`config.mk`:
```
export PLATFORM = sky130hd
export DESIGN_NAME = acc_avg_2n
export DESIGN_NICKNAME = d
export VERILOG_FILES = /design/src/rtl/acc_avg_pkg.sv /design/src/rtl/acc_avg_2n_avg_scale.sv /design/src/rtl/acc_avg_2n.sv
export SDC_FILE = /design/constraint.sdc
export NUM_CORES = 1
export LEC_CHECK = 0
export ABC_AREA = 1
export CAP_MARGIN = 20
export CORE_MARGIN = 1
export CORE_UTILIZATION = 52
export DETAILED_ROUTE_END_ITERATION = 8
export PLACE_DENSITY = 0.78
export SLEW_MARGIN = 20
export SYNTH_ARGS = -nofsm -noshare
export SYNTH_HDL_FRONTEND = slang
export SYNTH_SLANG_ARGS = --single-unit
```
`constraint.sdc`:
```
create_clock -name clk -period 2.2 [get_ports clk]
set_clock_uncertainty 0.05 [all_clocks]
set_input_delay 0.66 -clock clk [delete_from_list [all_inputs] [get_ports clk]]
set_output_delay 0.66 -clock clk [all_outputs]
set_load 0.02 [all_outputs]
```
`src/rtl/acc_avg_pkg.sv`:
```
// acc_avg_pkg: shared defaults and helpers for the acc_avg_2n block averager.
//   R_DEF    : default input/mean sample width
//   NMAX_DEF : default maximum log2 block length
//   NW_DEF   : default width of the n_sel / n_cur fields
//   SW_DEF   : default accumulator / sum width (R + NMAX)
//   phase_e  : start-up phase (first edge after reset latches n_sel)
//   clamp_n  : limit a requested log2 length to the supported maximum
package acc_avg_pkg;

  localparam int R_DEF    = 14;
  localparam int NMAX_DEF = 10;
  localparam int NW_DEF   = 4;
  localparam int SW_DEF   = R_DEF + NMAX_DEF;

  typedef enum logic {
    PH_LATCH = 1'b0,
    PH_RUN   = 1'b1
  } phase_e;

  function automatic int unsigned clamp_n(input int unsigned n, input int unsigned nmax);
    return (n > nmax) ? nmax : n;
  endfunction

endpackage

```
`src/rtl/acc_avg_2n_avg_scale.sv`:
```
// avg_scale: combinational divide-by-2**shift of a block sum.
//   sum_in : signed block sum, R+NMAX bits
//   shift  : log2 block length in force for the block
//   mean   : signed mean, R bits
// Build option ACC_AVG_ROUND_EN: round half up and saturate to the R-bit
// range; otherwise a plain arithmetic shift (truncation toward -inf).
module avg_scale #(
  parameter int R    = 14,
  parameter int NMAX = 10,
  parameter int NW   = 4
) (
  input  logic signed [R+NMAX-1:0] sum_in,
  input  logic        [NW-1:0]     shift,
  output logic signed [R-1:0]      mean
);

  localparam int SW = R + NMAX;

`ifdef ACC_AVG_ROUND_EN
  // One extra bit of headroom so adding the rounding term cannot wrap.
  localparam logic signed [SW:0] MAXV = {{(SW-R+2){1'b0}}, {(R-1){1'b1}}};
  localparam logic signed [SW:0] MINV = {{(SW-R+2){1'b1}}, {(R-1){1'b0}}};

  logic signed [SW:0] ext;
  logic signed [SW:0] bias;
  logic signed [SW:0] rnd;
  logic signed [SW:0] shf;

  always_comb begin
    ext  = {sum_in[SW-1], sum_in};
    bias = '0;
    if (shift != '0)
      bias = (SW+1)'(1) << (shift - NW'(1));
    rnd  = ext + bias;
    shf  = rnd >>> shift;
    if (shf > MAXV)
      mean = R'(MAXV);
    else if (shf < MINV)
      mean = R'(MINV);
    else
      mean = R'(shf);
  end
`else
  always_comb begin
    mean = R'(sum_in >>> shift);
  end
`endif

endmodule

```
`src/rtl/acc_avg_2n.sv`:
```
// acc_avg_2n: run-time configurable block averager. Accumulates 2**n_cur
// qualified signed samples, then publishes sum and mean with a one-cycle
// out_valid strobe.
//   clk, rst_n : clock, asynchronous active-low reset
//   in         : signed sample (R bits), accepted when in_valid is high
//   n_sel      : requested log2 block length, latched at block boundaries,
//                on clr, and on the first edge after reset (clamped to NMAX)
//   clr        : synchronous clear of the partial block
//   sum, mean  : results of the last completed block
//   out_valid  : one-cycle strobe when sum/mean update
//   n_cur      : log2 length in force for the current block
//   cnt        : samples accumulated in the current block
// Build option ACC_AVG_ROUND_EN selects rounding/saturating mean (see avg_scale).
module acc_avg_2n
  import acc_avg_pkg::*;
#(
  parameter int R    = R_DEF,
  parameter int NMAX = NMAX_DEF,
  parameter int NW   = NW_DEF
) (
  input  logic                     clk,
  input  logic                     rst_n,
  input  logic signed [R-1:0]      in,
  input  logic                     in_valid,
  input  logic        [NW-1:0]     n_sel,
  input  logic                     clr,
  output logic signed [R+NMAX-1:0] sum,
  output logic signed [R-1:0]      mean,
  output logic                     out_valid,
  output logic        [NW-1:0]     n_cur,
  output logic        [NMAX:0]     cnt
);

  localparam int SW = R + NMAX;

  phase_e ph, ph_nxt;

  logic signed [SW-1:0] acc;
  logic signed [SW-1:0] acc_nxt;
  logic        [NMAX:0] cnt_inc;
  logic        [NMAX:0] blk_len;
  logic        [NW-1:0] n_sel_cl;
  logic        [NW-1:0] n_eff;
  logic                 done;
  logic signed [R-1:0]  mean_calc;

  // On the latch edge n_cur still holds its reset value, so the freshly
  // clamped n_sel governs any sample accepted on that same edge.
  always_comb begin
    ph_nxt   = PH_RUN;
    n_sel_cl = NW'(clamp_n(32'(n_sel), NMAX));
    n_eff    = (ph == PH_LATCH) ? n_sel_cl : n_cur;
    acc_nxt  = acc + {{NMAX{in[R-1]}}, in};
    cnt_inc  = cnt + (NMAX+1)'(1);
    blk_len  = (NMAX+1)'(1) << n_eff;
    done     = in_valid && !clr && (cnt_inc == blk_len);
  end

  avg_scale #(
    .R    (R),
    .NMAX (NMAX),
    .NW   (NW)
  ) u_scale (
    .sum_in (acc_nxt),
    .shift  (n_eff),
    .mean   (mean_calc)
  );

  always_ff @(posedge clk or negedge rst_n) begin
    if (!rst_n)
      ph <= PH_LATCH;
    else
      ph <= ph_nxt;
  end

  always_ff @(posedge clk or negedge rst_n) begin
    if (!rst_n) begin
      acc       <= '0;
      cnt       <= '0;
      sum       <= '0;
      mean      <= '0;
      out_valid <= 1'b0;
      n_cur     <= '0;
    end else begin
      out_valid <= 1'b0;
      if (ph == PH_LATCH)
        n_cur <= n_sel_cl;
      if (clr) begin
        acc   <= '0;
        cnt   <= '0;
        n_cur <= n_sel_cl;
      end else if (in_valid) begin
        if (done) begin
          sum       <= acc_nxt;
          mean      <= mean_calc;
          out_valid <= 1'b1;
          acc       <= '0;
          cnt       <= '0;
          n_cur     <= n_sel_cl;
        end else begin
          acc <= acc_nxt;
          cnt <= cnt_inc;
        end
      end
    end
  end

endmodule

```
==> metrics.json, run 1 <==
{
  "clock_tree": {
    "root_buffer": "sky130_fd_sc_hd__clkbuf_16",
    "clock-sinks": 79,
    "tritoncts_buffer_count": 9,
    "ctsLongestPathBuffers": 2,
    "clock_tree.htree_level_count": 3,
    "cts_hold_repair.buffers": 0
  },
  "synthesis": {
    "synthDominantCellAreaShare_pct": 31.5,
    "flip_flop_and_latch_count_after_synthesis": 79,
    "netlist.top_cell.by_area": "sky130_fd_sc_hd__dfrtp_1",
    "synthArstFlopShare_pct": 100,
    "synth-warning-count": 0,
    "synth_edf_count": 0,
    "mapped_area_mm2": 0.00628,
    "synth_nets": 1056,
    "synthDistinctLibCells": 38,
    "yosys-top-cells-area": "sky130_fd_sc_hd__dfrtp_1 (31%), sky130_fd_sc_hd__nand2_1 (25%), sky130_fd_sc_hd__nand3_1 (12%), sky130_fd_sc_hd__inv_1 (6.8%), sky130_fd_sc_hd__ha_1 (4.8%)",
    "ys_dominant_reg_cell": "sky130_fd_sc_hd__dfrtp_1",
    "avgSynthCellArea_um2": 6.23,
    "synth_cells": 1009,
    "synth.yosys.seq_area_share_pct": 31.5
  },
  "run_status": {
    "haltStage": "5_1_grt",
    "error": "[ERROR DPL-0038] Utilization greater than 100%, impossible to legalize",
    "outcome": "stopped before the end"
  },
  "floorplanning": {
    "initial_core_util_pct": 54.1,
    "die_y_um": 112,
    "floorplan.io_pins": 76,
    "placement_rows": 39,
    "die_width_um": 112
  },
  "timing": {
    "worst_endpoint_type": "sequential cell input",
    "postGrtWorstEndpoint": "sum[20]$_DFFE_PN0P_/D"
  },
  "placed_design": {
    "placed_area_mm2": 0.00851,
    "post-dp-hpwl_um": 16800,
    "io_buffer_count": 75,
    "gp_congestion": 1.06
  },
  "grt": {
    "maximum_number_of_pins_on_one_net_before_global_route_repair": 34
  }
}
[metrics by stage]
| stage | std cells | setup slack [ps] | hold slack, ps |
|---|---|---|---|
| floorplan | 1009 | -235 | 314 |
| CTS | 1424 | -158 | 231 |
| detailed placement | 1353 | -1190 | 407 |
| global placement | 1353 | -1120 | 402 |
[cell usage after synthesis (2+ instances only)]
cell type                  number
sky130_fd_sc_hd__nand2_1      424
sky130_fd_sc_hd__o21a_1         8
sky130_fd_sc_hd__inv_1        114
sky130_fd_sc_hd__xor2_1        11
sky130_fd_sc_hd__o22ai_1        5
sky130_fd_sc_hd__o21ai_0       30
sky130_fd_sc_hd__dfrtp_1       79
sky130_fd_sc_hd__nand4_1       11
sky130_fd_sc_hd__buf_1          4
sky130_fd_sc_hd__a21oi_1       16
sky130_fd_sc_hd__a21boi_1       6
sky130_fd_sc_hd__nand3_1      154
sky130_fd_sc_hd__xnor2_1        4
sky130_fd_sc_hd__buf_4          3
sky130_fd_sc_hd__o21bai_1       3
sky130_fd_sc_hd__clkbuf_1      12
sky130_fd_sc_hd__ha_1          24
sky130_fd_sc_hd__inv_2          6
sky130_fd_sc_hd__nor2_4         2
sky130_fd_sc_hd__buf_2          6
sky130_fd_sc_hd__a22oi_1        2
sky130_fd_sc_hd__nand2_2        2
sky130_fd_sc_hd__nand3b_1       7
sky130_fd_sc_hd__nor2_2         4
sky130_fd_sc_hd__nor3_1         3
sky130_fd_sc_hd__nor2_1        51
sky130_fd_sc_hd__buf_6          2
sky130_fd_sc_hd__o21ai_1        4
sky130_fd_sc_hd__nor4_1         2
sky130_fd_sc_hd__nor3_2         2
[repair_timing]
action                                  in CTS
gates resized for setup                    359
endpoints found under the setup margin      78
pin swaps                                  118
cloned                                       6
buffers inserted                            52
[logic make-up after synthesis]
| kind of cell | count (synthesis) | synth area share [%] |
|---|---|---|
| other | 1 | 0.0597 |
| flip-flops | 79 | 31.5 |
| multiplexers | 1 | 0.159 |
| AND/OR/NAND/NOR | 665 | 44.7 |
| AO/OA/AOI/OAI | 75 | 7.01 |
| adder cells (fa/ha/maj) | 25 | 5.10 |
| XOR/XNOR | 15 | 2.09 |
| buffers and inverters | 148 | 9.40 |
==> run 2: changes to the inputs <==
--- a/config.mk
+++ b/config.mk
@@ -8,9 +8,9 @@
 export ABC_AREA = 1
 export CAP_MARGIN = 20
 export CORE_MARGIN = 1
-export CORE_UTILIZATION = 52
+export CORE_UTILIZATION = 40
 export DETAILED_ROUTE_END_ITERATION = 8
-export PLACE_DENSITY = 0.78
+export PLACE_DENSITY_LB_ADDON = 0.15
 export SLEW_MARGIN = 20
 export SYNTH_ARGS = -nofsm -noshare
 export SYNTH_HDL_FRONTEND = slang
==> constraint.sdc (replaced) <==
create_clock -name clk -period 2.9 [get_ports clk]
set_clock_uncertainty 0.05 [all_clocks]
set_input_delay 0.87 -clock clk [delete_from_list [all_inputs] [get_ports clk]]
set_output_delay 0.87 -clock clk [all_outputs]
set_load 0.02 [all_outputs]
==> metrics.json, run 2 <==
{
  "run_status": {
    "outcome": "complete, no violations"
  },
  "layout": {
    "relative_area_change_from_synthesis_to_final_layout_pct": 55.6,
    "antennaDiodeCount": 0,
    "layout.cells.most_common": "sky130_fd_sc_hd__nand2_1",
    "layout_common_cells": "sky130_fd_sc_hd__nand2_1 (374), sky130_fd_sc_hd__buf_4 (147), sky130_fd_sc_hd__nand3_1 (117), sky130_fd_sc_hd__inv_1 (109), sky130_fd_sc_hd__dfrtp_1 (79)",
    "layout_top_registers": "acc x24, sum x24, mean x14",
    "final_nets": 1276,
    "final_layout_size_suffix_gt1_share_pct": 28.7,
    "number_of_fill_cells": 1357
  },
  "synthesis": {
    "synthArstFlopShare": {"value": 100, "unit": "%", "change": "unchanged"},
    "yosys-top-cells-area": "sky130_fd_sc_hd__dfrtp_1 (31%), sky130_fd_sc_hd__nand2_1 (25%), sky130_fd_sc_hd__nand3_1 (12%), sky130_fd_sc_hd__inv_1 (6.8%), sky130_fd_sc_hd__ha_1 (4.8%)",
    "synthDistinctLibCells": {"value": 38, "change": "unchanged"},
    "flip_flop_and_latch_count_after_synthesis": {"value": 79, "change": "unchanged"},
    "avgSynthCellArea": {"value": 6.23, "unit": "um^2", "change": "unchanged"},
    "synth.yosys.seq_area_share": {"value": 31.5, "unit": "%", "change": "unchanged"},
    "synth-warning-count": {"value": 0, "change": "unchanged"},
    "synthDominantCellAreaShare": {"value": 31.5, "unit": "%", "change": "unchanged"},
    "yosysMostFrequentCell": "sky130_fd_sc_hd__nand2_1",
    "synth_cells": {"value": 1009, "change": "unchanged"},
    "mapped_area": {"value": 0.00628, "unit": "mm^2", "change": "unchanged"},
    "synth_nets": {"value": 1056, "change": "unchanged"},
    "synth_top_cells_by_count": "sky130_fd_sc_hd__nand2_1 (424), sky130_fd_sc_hd__nand3_1 (154), sky130_fd_sc_hd__inv_1 (114), sky130_fd_sc_hd__dfrtp_1 (79), sky130_fd_sc_hd__nor2_1 (51)",
    "synth_edf_count": {"value": 0, "change": "unchanged"},
    "ys_dominant_reg_cell": "sky130_fd_sc_hd__dfrtp_1",
    "netlist.top_cell.by_area": "sky130_fd_sc_hd__dfrtp_1"
  },
  "grt": {
    "maximum_number_of_pins_on_one_net_before_global_route_repair": 43,
    "grt_pass1_vias": 7081,
    "gr-usage-all-layers_pct": 28.6,
    "first_pass_grt_wire_length_um": 35800,
    "globalRoute.totalOverflow": 0,
    "initial_antenna_violation_count": 0
  },
  "setup_path": {
    "cp_data_arrival_time_ps": 2990,
    "cp_max_fo": 4,
    "r2r_end": "sum[16]$_DFFE_PN0P_",
    "worstRegToRegCells": 15,
    "slowest_delay_ps": 450,
    "critical_path.reg2reg.startpoint": "cnt[2]$_DFFE_PN0P_",
    "timing.critical_path.from_type": "primary input",
    "critical_path.most_common_cell": "sky130_fd_sc_hd__nand2_1",
    "rrSetupSlack_ps": 320,
    "crit_required_ps": 3090,
    "crit_family": "simple AND/OR/NAND/NOR gates",
    "crit_path_top_delay_cell": "sky130_fd_sc_hd__clkdlybuf4s50_1",
    "worst_path_cell_chain": "clkdlybuf4s50_1 -> ha_4 -> nand2_2 -> nor2_2 -> nand2_1 -> nor2_1 -> nand2_1 -> nand4_1 -> nand3_1 -> nand3_1 -> nand2_1 -> nand2_1 -> nand2_1 -> nand3_1 -> nand2_1",
    "setup.worst_path.class": "in2reg",
    "worst_setup_path_end_kind": "flop",
    "buf_inv_stages_crit_path": 1
  },
  "timing": {
    "slew_hr_pct": 62.5,
    "timing_worst_slew_pin_value_ps": 563,
    "post-route-period-util_pct": 96.5,
    "finalWorstPathRequiredPeriod_ps": 2800,
    "final_setup_violation_count": 0,
    "setup_total_negative_slack_ps": 0,
    "setup_slack_ps": 103,
    "hold_viol": 0,
    "max_freq_mhz": 358,
    "final_max_slew_viol_count": 0
  },
  "placed_design": {
    "io_buffer_count": {"value": 75, "change": "unchanged"},
    "post-dp-hpwl": {"value": 16300, "unit": "um", "change": "-2.8%"},
    "post_place_setup_slack": {"value": -655, "unit": "ps", "change": "+532 ps"},
    "gp_congestion": {"value": 0.922, "change": "-13%"}
  },
  "route": {
    "final_antenna_net_count": 0,
    "detail_route.drc_violations": 0,
    "drt_pass1_iterations": 5,
    "route.top_layer_used": "met4",
    "detail_route.iter0.violations": 454,
    "vias_per_cell": 5.06,
    "wirelength_um": 22700,
    "routed-wl-met3_um": 1170,
    "wire_per_inst_um": 15.7,
    "num_vias": 7311,
    "met2RoutedLength_um": 10800,
    "wl_met1_um": 9940
  },
  "clock_tree": {
    "cts_tree": "built",
    "tritoncts_buffer_count": {"value": 9, "change": "unchanged"},
    "clock-sinks": {"value": 79, "change": "unchanged"},
    "ctsLongestPathBuffers": {"value": 2, "change": "unchanged"},
    "cts_hold_repair.buffers": {"value": 0, "change": "unchanged"},
    "clk_pin_slew_worst_paths_ps": 60,
    "clk_latency_ps": 360,
    "clock_tree.htree_level_count": {"value": 3, "change": "unchanged"},
    "root_buffer": "sky130_fd_sc_hd__clkbuf_16"
  },
  "floorplanning": {
    "placement_rows": {"value": 45, "change": "+15%"},
    "design.die.area_mm2": 0.0162,
    "die_y": {"value": 127, "unit": "um", "change": "+14%"},
    "core_mm2": 0.0153,
    "die_width": {"value": 127, "unit": "um", "change": "+14%"},
    "floorplan.io_pins": {"value": 76, "change": "unchanged"},
    "initial_core_util": {"value": 41.2, "unit": "%", "change": "-13 points"}
  },
  "pwr": {
    "p_per_area_mw_per_mm2": 691,
    "p_int_uw": 3920,
    "clock_power_share_pct": 18.9,
    "total_leakage_power_uw": 0.00515,
    "swShare_pct": 42.0,
    "combPwrFrac_pct": 56.6,
    "relative_contribution_of_sequential_cells_to_total_power_pct": 24.5,
    "power_switching_uw": 2840,
    "vdd.ir_drop.worst_v": 0.000585
  },
  "min_path": {
    "hold_path_depth": 2,
    "min_delay_worst_endpoint": "sum[12]$_DFFE_PN0P_",
    "min_from": "sum[12]$_DFFE_PN0P_",
    "worst_hold_path_type": "reg2reg"
  },
  "job": {
    "timing.max_cap.violations": 0
  }
}
-- run 2: worst max path at each step --
stage / start / endpoint / slack (ps) / depth (start not counted)
finish: in[7] / mean[11]$_DFFE_PN0P_ / 100 / 15
global route: in[7] / mean[13]$_DFFE_PN0P_ / -40 / 18
CTS: in[2] / mean[10]$_DFFE_PN0P_ / 3 / 18
detailed placement: in[0] / mean[5]$_DFFE_PN0P_ / -650 / 14
global placement: in[0] / mean[5]$_DFFE_PN0P_ / -670 / 14
floorplan: in[0] / mean[1]$_DFFE_PN0P_ / 130 / 18
-- run 2: stage by stage --
stage	area [um^2]	cells	total power, uW	util (%)	hold slack [ps]
after global routing	9780	1445	7190	64.1	442
after global placement	8250	1405	4930	54.1	403
after CTS	9090	1438	6440	59.5	423
final	9780	1445	6760	64.1	417
after detailed placement	8250	1405	4930	54.1	409
after floorplan	6280	1009	3360	-	403
-- run 2: cell type report --
| type | count | area [um^2] | area share [%] |
|---|---|---|---|
| clock inverter | 6 | 92.6 | 0.947 |
| inverter | 121 | 464 | 4.75 |
| clock buffer | 10 | 229 | 2.34 |
| timing repair buffer | 236 | 2120 | 21.7 |
| multi-input combinational | 782 | 4630 | 47.3 |
| sequential | 79 | 1980 | 20.2 |
| tap | 211 | 264 | 2.70 |
-- run 2: logic make-up (layout without fill, tap and decap cells) --
| group | Yosys count | after routing | share of synthesized area, % |
|---|---|---|---|
| mux | 1 | 1 | 0.159 |
| xor+xnor | 15 | 15 | 2.09 |
| fa+ha+maj | 25 | 25 | 5.10 |
| flops | 79 | 79 | 31.5 |
| simple gates | 665 | 665 | 44.7 |
| buf+inv | 148 | 373 | 9.40 |
| other cells | 1 | 1 | 0.0597 |
| compound gates | 75 | 75 | 7.01 |
-- run 2: repair_timing --
item                                   in CTS  in global routing
resized for setup                          76                150
setup endpoints to repair                  75                 77
endpoints found under the hold margin       0                  0
gates cloned                                2                  0
buffers inserted                           15                  7
pin swaps                                  21                 49
-- run 2: per-layer routing --
layer / track usage (%) / vias to the layer above
met5: 0 / -
met4: 12.7 / 0
met3: 4.61 / 51
met2: 46.7 / 209
met1: 37.2 / 3393
li1: - / 3658
-- run 2: power by group through the flow --
stage	combinational [uW]	sequential, uW	clock [uW]
finish	3830	1650	1280
global route	4170	1690	1330
CTS	3500	1640	1300
detailed placement	3280	1640	0
global placement	3280	1650	0
floorplan	1410	1950	0
-- run 2: worst min-delay path: stages (launching register included) --
cell                      delay [ps]
sky130_fd_sc_hd__dfrtp_1         340
sky130_fd_sc_hd__nand2_1          50
sky130_fd_sc_hd__nand2_1          40
Power figures use the tool's default switching activity.
==> run 3: changes to the inputs <==
==> constraint.sdc (replaced) <==
create_clock -name clk -period 3.2 [get_ports clk]
set_clock_uncertainty 0.05 [all_clocks]
set_input_delay 0.96 -clock clk [delete_from_list [all_inputs] [get_ports clk]]
set_output_delay 0.96 -clock clk [all_outputs]
set_load 0.02 [all_outputs]
==> metrics.json, run 3 (synthesis gave the netlist of run 2 again) <==
{
  "run_status": {
    "outcome": "complete, no violations"
  },
  "setup_path": {
    "setup.worst_path.class": "in2reg",
    "worst_setup_path_end_kind": "flop",
    "worstRegToRegCells": {"value": 15, "change": "unchanged"},
    "cp_max_fo": {"value": 3, "change": "-1"},
    "timing.critical_path.from_type": "primary input",
    "crit_required": {"value": 3390, "unit": "ps", "change": "+300 ps"},
    "cp_data_arrival_time": {"value": 3230, "unit": "ps", "change": "+240 ps"}
  },
  "layout": {
    "final_nets": {"value": 1265, "change": "-0.86%"},
    "relative_area_change_from_synthesis_to_final_layout_pct": 45.2,
    "final_layout_size_suffix_gt1_share": {"value": 21.3, "unit": "%", "change": "-7.4 points"},
    "layout_common_cells": "sky130_fd_sc_hd__nand2_1 (404), sky130_fd_sc_hd__buf_4 (140), sky130_fd_sc_hd__nand3_1 (137), sky130_fd_sc_hd__inv_1 (114), sky130_fd_sc_hd__dfrtp_1 (79)",
    "number_of_fill_cells": {"value": 1447, "change": "+6.6%"},
    "layout_top_registers": "acc x24, sum x24, mean x14",
    "antennaDiodeCount": {"value": 0, "change": "unchanged"},
    "instances_no_fill": {"value": 1433, "change": "-0.83%"},
    "layout.cells.most_common": "sky130_fd_sc_hd__nand2_1",
    "finish.utilization": {"value": 59.8, "unit": "%", "change": "-4.3 points"}
  },
  "placed_design": {
    "post_place_setup_slack": {"value": -504, "unit": "ps", "change": "+150 ps"},
    "post-dp-hpwl": {"value": 16400, "unit": "um", "change": "+0.33%"},
    "numPlacedInstances": {"value": 1407, "change": "+0.14%"},
    "gp_congestion": {"value": 0.899, "change": "-2.6%"},
    "io_buffer_count": {"value": 75, "change": "unchanged"}
  },
  "route": {
    "drt_pass1_iterations": {"value": 7, "change": "+2"},
    "vias_per_cell": {"value": 4.99, "change": "-1.3%"},
    "num_vias": {"value": 7157, "change": "-2.1%"},
    "final_antenna_net_count": {"value": 0, "change": "unchanged"},
    "wirelength": {"value": 21400, "unit": "um", "change": "-5.7%"},
    "detail_route.drc_violations": {"value": 0, "change": "unchanged"},
    "wire_per_inst": {"value": 14.9, "unit": "um", "change": "-4.9%"},
    "detail_route.iter0.violations": {"value": 536, "change": "+18%"}
  },
  "grt": {
    "gr-usage-all-layers": {"value": 27.2, "unit": "%", "change": "-1.4 points"},
    "first_pass_grt_wire_length": {"value": 34200, "unit": "um", "change": "-4.4%"},
    "globalRoute.totalOverflow": {"value": 0, "change": "unchanged"},
    "maximum_number_of_pins_on_one_net_before_global_route_repair": {"value": 50, "change": "+16%"},
    "grt_pass1_vias": {"value": 6907, "change": "-2.5%"},
    "initial_antenna_violation_count": {"value": 0, "change": "unchanged"}
  },
  "floorplanning": {
    "initial_core_util": {"value": 41.2, "unit": "%", "change": "unchanged"},
    "core": {"value": 0.0153, "unit": "mm^2", "change": "unchanged"},
    "die_width": {"value": 127, "unit": "um", "change": "unchanged"},
    "placement_rows": {"value": 45, "change": "unchanged"},
    "die_y": {"value": 127, "unit": "um", "change": "unchanged"},
    "floorplan.io_pins": {"value": 76, "change": "unchanged"},
    "design.die.area": {"value": 0.0162, "unit": "mm^2", "change": "unchanged"}
  },
  "clock_tree": {
    "clk_pin_slew_worst_paths": {"value": 60, "unit": "ps", "change": "about the same"},
    "ctsLongestPathBuffers": {"value": 2, "change": "unchanged"},
    "cts_hold_repair.buffers": {"value": 0, "change": "unchanged"},
    "clock-sinks": {"value": 79, "change": "unchanged"},
    "root_buffer": "sky130_fd_sc_hd__clkbuf_16",
    "cts_tree": "built",
    "clock_tree.htree_level_count": {"value": 3, "change": "unchanged"},
    "clk_latency": {"value": 350, "unit": "ps", "change": "about the same"},
    "tritoncts_buffer_count": {"value": 9, "change": "unchanged"}
  },
  "pwr": {
    "total_leakage_power": {"value": 0.00495, "unit": "uW", "change": "-4.0%"},
    "swShare": {"value": 41.1, "unit": "%", "change": "-0.90 points"},
    "vdd.ir_drop.worst": {"value": 0.000575, "unit": "V", "change": "-1.7%"},
    "power_switching": {"value": 2400, "unit": "uW", "change": "-15%"},
    "clock_power_share": {"value": 19.6, "unit": "%", "change": "+0.7 points"},
    "combPwrFrac": {"value": 55.1, "unit": "%", "change": "-1.5 points"},
    "p_int": {"value": 3450, "unit": "uW", "change": "-12%"},
    "relative_contribution_of_sequential_cells_to_total_power": {"value": 25.3, "unit": "%", "change": "+0.8 points"},
    "p_per_area": {"value": 642, "unit": "mW/mm^2", "change": "-7.1%"}
  },
  "timing": {
    "max_freq_mhz": 329,
    "timing_worst_slew_pin_value": {"value": 680, "unit": "ps", "change": "+117 ps"},
    "finalWorstPathRequiredPeriod_ps": 3040,
    "final_setup_violation_count": {"value": 0, "change": "unchanged"},
    "slew_hr": {"value": 54.7, "unit": "%", "change": "-7.8 points"},
    "hold_viol": {"value": 0, "change": "unchanged"},
    "setup_total_negative_slack": {"value": 0, "unit": "ps", "change": "unchanged"},
    "final_max_slew_viol_count": {"value": 0, "change": "unchanged"},
    "setup_slack": {"value": 162, "unit": "ps", "change": "+59.0 ps"},
    "post-route-period-util_pct": 94.9,
    "worst_hold_slack": {"value": 416, "unit": "ps", "change": "-1.45 ps"}
  },
  "min_path": {
    "worst_hold_path_type": "reg2reg",
    "hold_path_depth": {"value": 2, "change": "unchanged"}
  },
  "job": {
    "timing.max_cap.violations": {"value": 0, "change": "unchanged"}
  }
}
==> run 3: cell count changes in the layout (fill, tap and decap cells not counted), moves of 11 or more <==
| cell | previous run | this run |
|---|---|---|
| sky130_fd_sc_hd__nand3_2 | 34 | 15 |
| sky130_fd_sc_hd__nand2_2 | 45 | 19 |
| sky130_fd_sc_hd__nor2_1 | 26 | 37 |
| sky130_fd_sc_hd__nand3_1 | 117 | 137 |
| sky130_fd_sc_hd__nand2_1 | 374 | 404 |
| sky130_fd_sc_hd__ha_4 | 21 | 8 |
==> run 3: power by group through the flow <==
stage                     clock network (uW)  registers [uW]  logic [uW]
final                                   1150            1480        3230
after global routing                    1210            1510        3520
after CTS                               1170            1470        3010
after detailed placement                   0            1480        2980
after global placement                     0            1490        2970
after floorplan                            0            1760        1280
==> run 3: per-layer routing <==
| layer | track usage, % | up-vias | share of wire (%) |
|---|---|---|---|
| li1 | - | 3629 | - |
| met1 | 35.2 | 3235 | 45 |
| met2 | 44.0 | 234 | 46 |
| met3 | 5.78 | 59 | 6.1 |
| met4 | 11.8 | 0 | 3.4 |
| met5 | 0 | - | 0 |
==> run 3: repair_timing <==
action,4_1_cts,5_1_grt
pin swaps,0,28
gates resized for setup,6,98
cloned,0,2
buffers inserted,0,9
endpoints found under the setup margin,12,71
==> run 3: area by class of cell <==
cell class | instances | area, um^2 | share of cell area [%]
Clock inverter | 5 | 82.6 | 0.905
Inverter | 121 | 457 | 5.01
Sequential cell | 79 | 1980 | 21.7
Timing Repair Buffer | 225 | 1970 | 21.6
Tap cell | 211 | 264 | 2.89
Clock buffer | 10 | 239 | 2.62
Multi-Input combinational cell | 782 | 4130 | 45.3
==> run 3: stage by stage <==
step	power, uW	instance area [um^2]
finish	5860	9120
global route	6240	9120
CTS	5660	8600
detailed placement	4460	8260
global placement	4460	8260
floorplan	3050	6280
==> run 3: final timing paths <==
path / endpoint / slack (ps) / startpoint
setup / recovery: mean[11]$_DFFE_PN0P_ / 160 / in[5]
hold / removal: sum[18]$_DFFE_PN0P_ / 420 / sum[18]$_DFFE_PN0P_
setup reg to reg: sum[10]$_DFFE_PN0P_ / 610 / cnt[2]$_DFFE_PN0P_
hold reg to reg: sum[18]$_DFFE_PN0P_ / 420 / sum[18]$_DFFE_PN0P_
max in group asynchronous: cnt[9]$_DFFE_PN0P_ / 1820 / rst_n
min in group asynchronous: acc[20]$_DFFE_PN0P_ / 590 / rst_n
==> run 3: worst max-delay path, cell delays in order <==
cell and delay (ps):
sky130_fd_sc_hd__clkdlybuf4s50_1 500, sky130_fd_sc_hd__ha_4 210, sky130_fd_sc_hd__buf_4 140, sky130_fd_sc_hd__nand2_2 100
sky130_fd_sc_hd__inv_1 90, sky130_fd_sc_hd__nand2_1 70, sky130_fd_sc_hd__nand2_1 80, sky130_fd_sc_hd__o21bai_1 220
sky130_fd_sc_hd__nand3_1 160, sky130_fd_sc_hd__nand2_2 100, sky130_fd_sc_hd__nand2_2 60, sky130_fd_sc_hd__nand2_1 70
sky130_fd_sc_hd__nand2_1 60, sky130_fd_sc_hd__nand2_1 80, sky130_fd_sc_hd__nand2_1 70, sky130_fd_sc_hd__nand2_1 80
sky130_fd_sc_hd__nand2_1 60, sky130_fd_sc_hd__nand3_2 60, sky130_fd_sc_hd__nand2_1 50
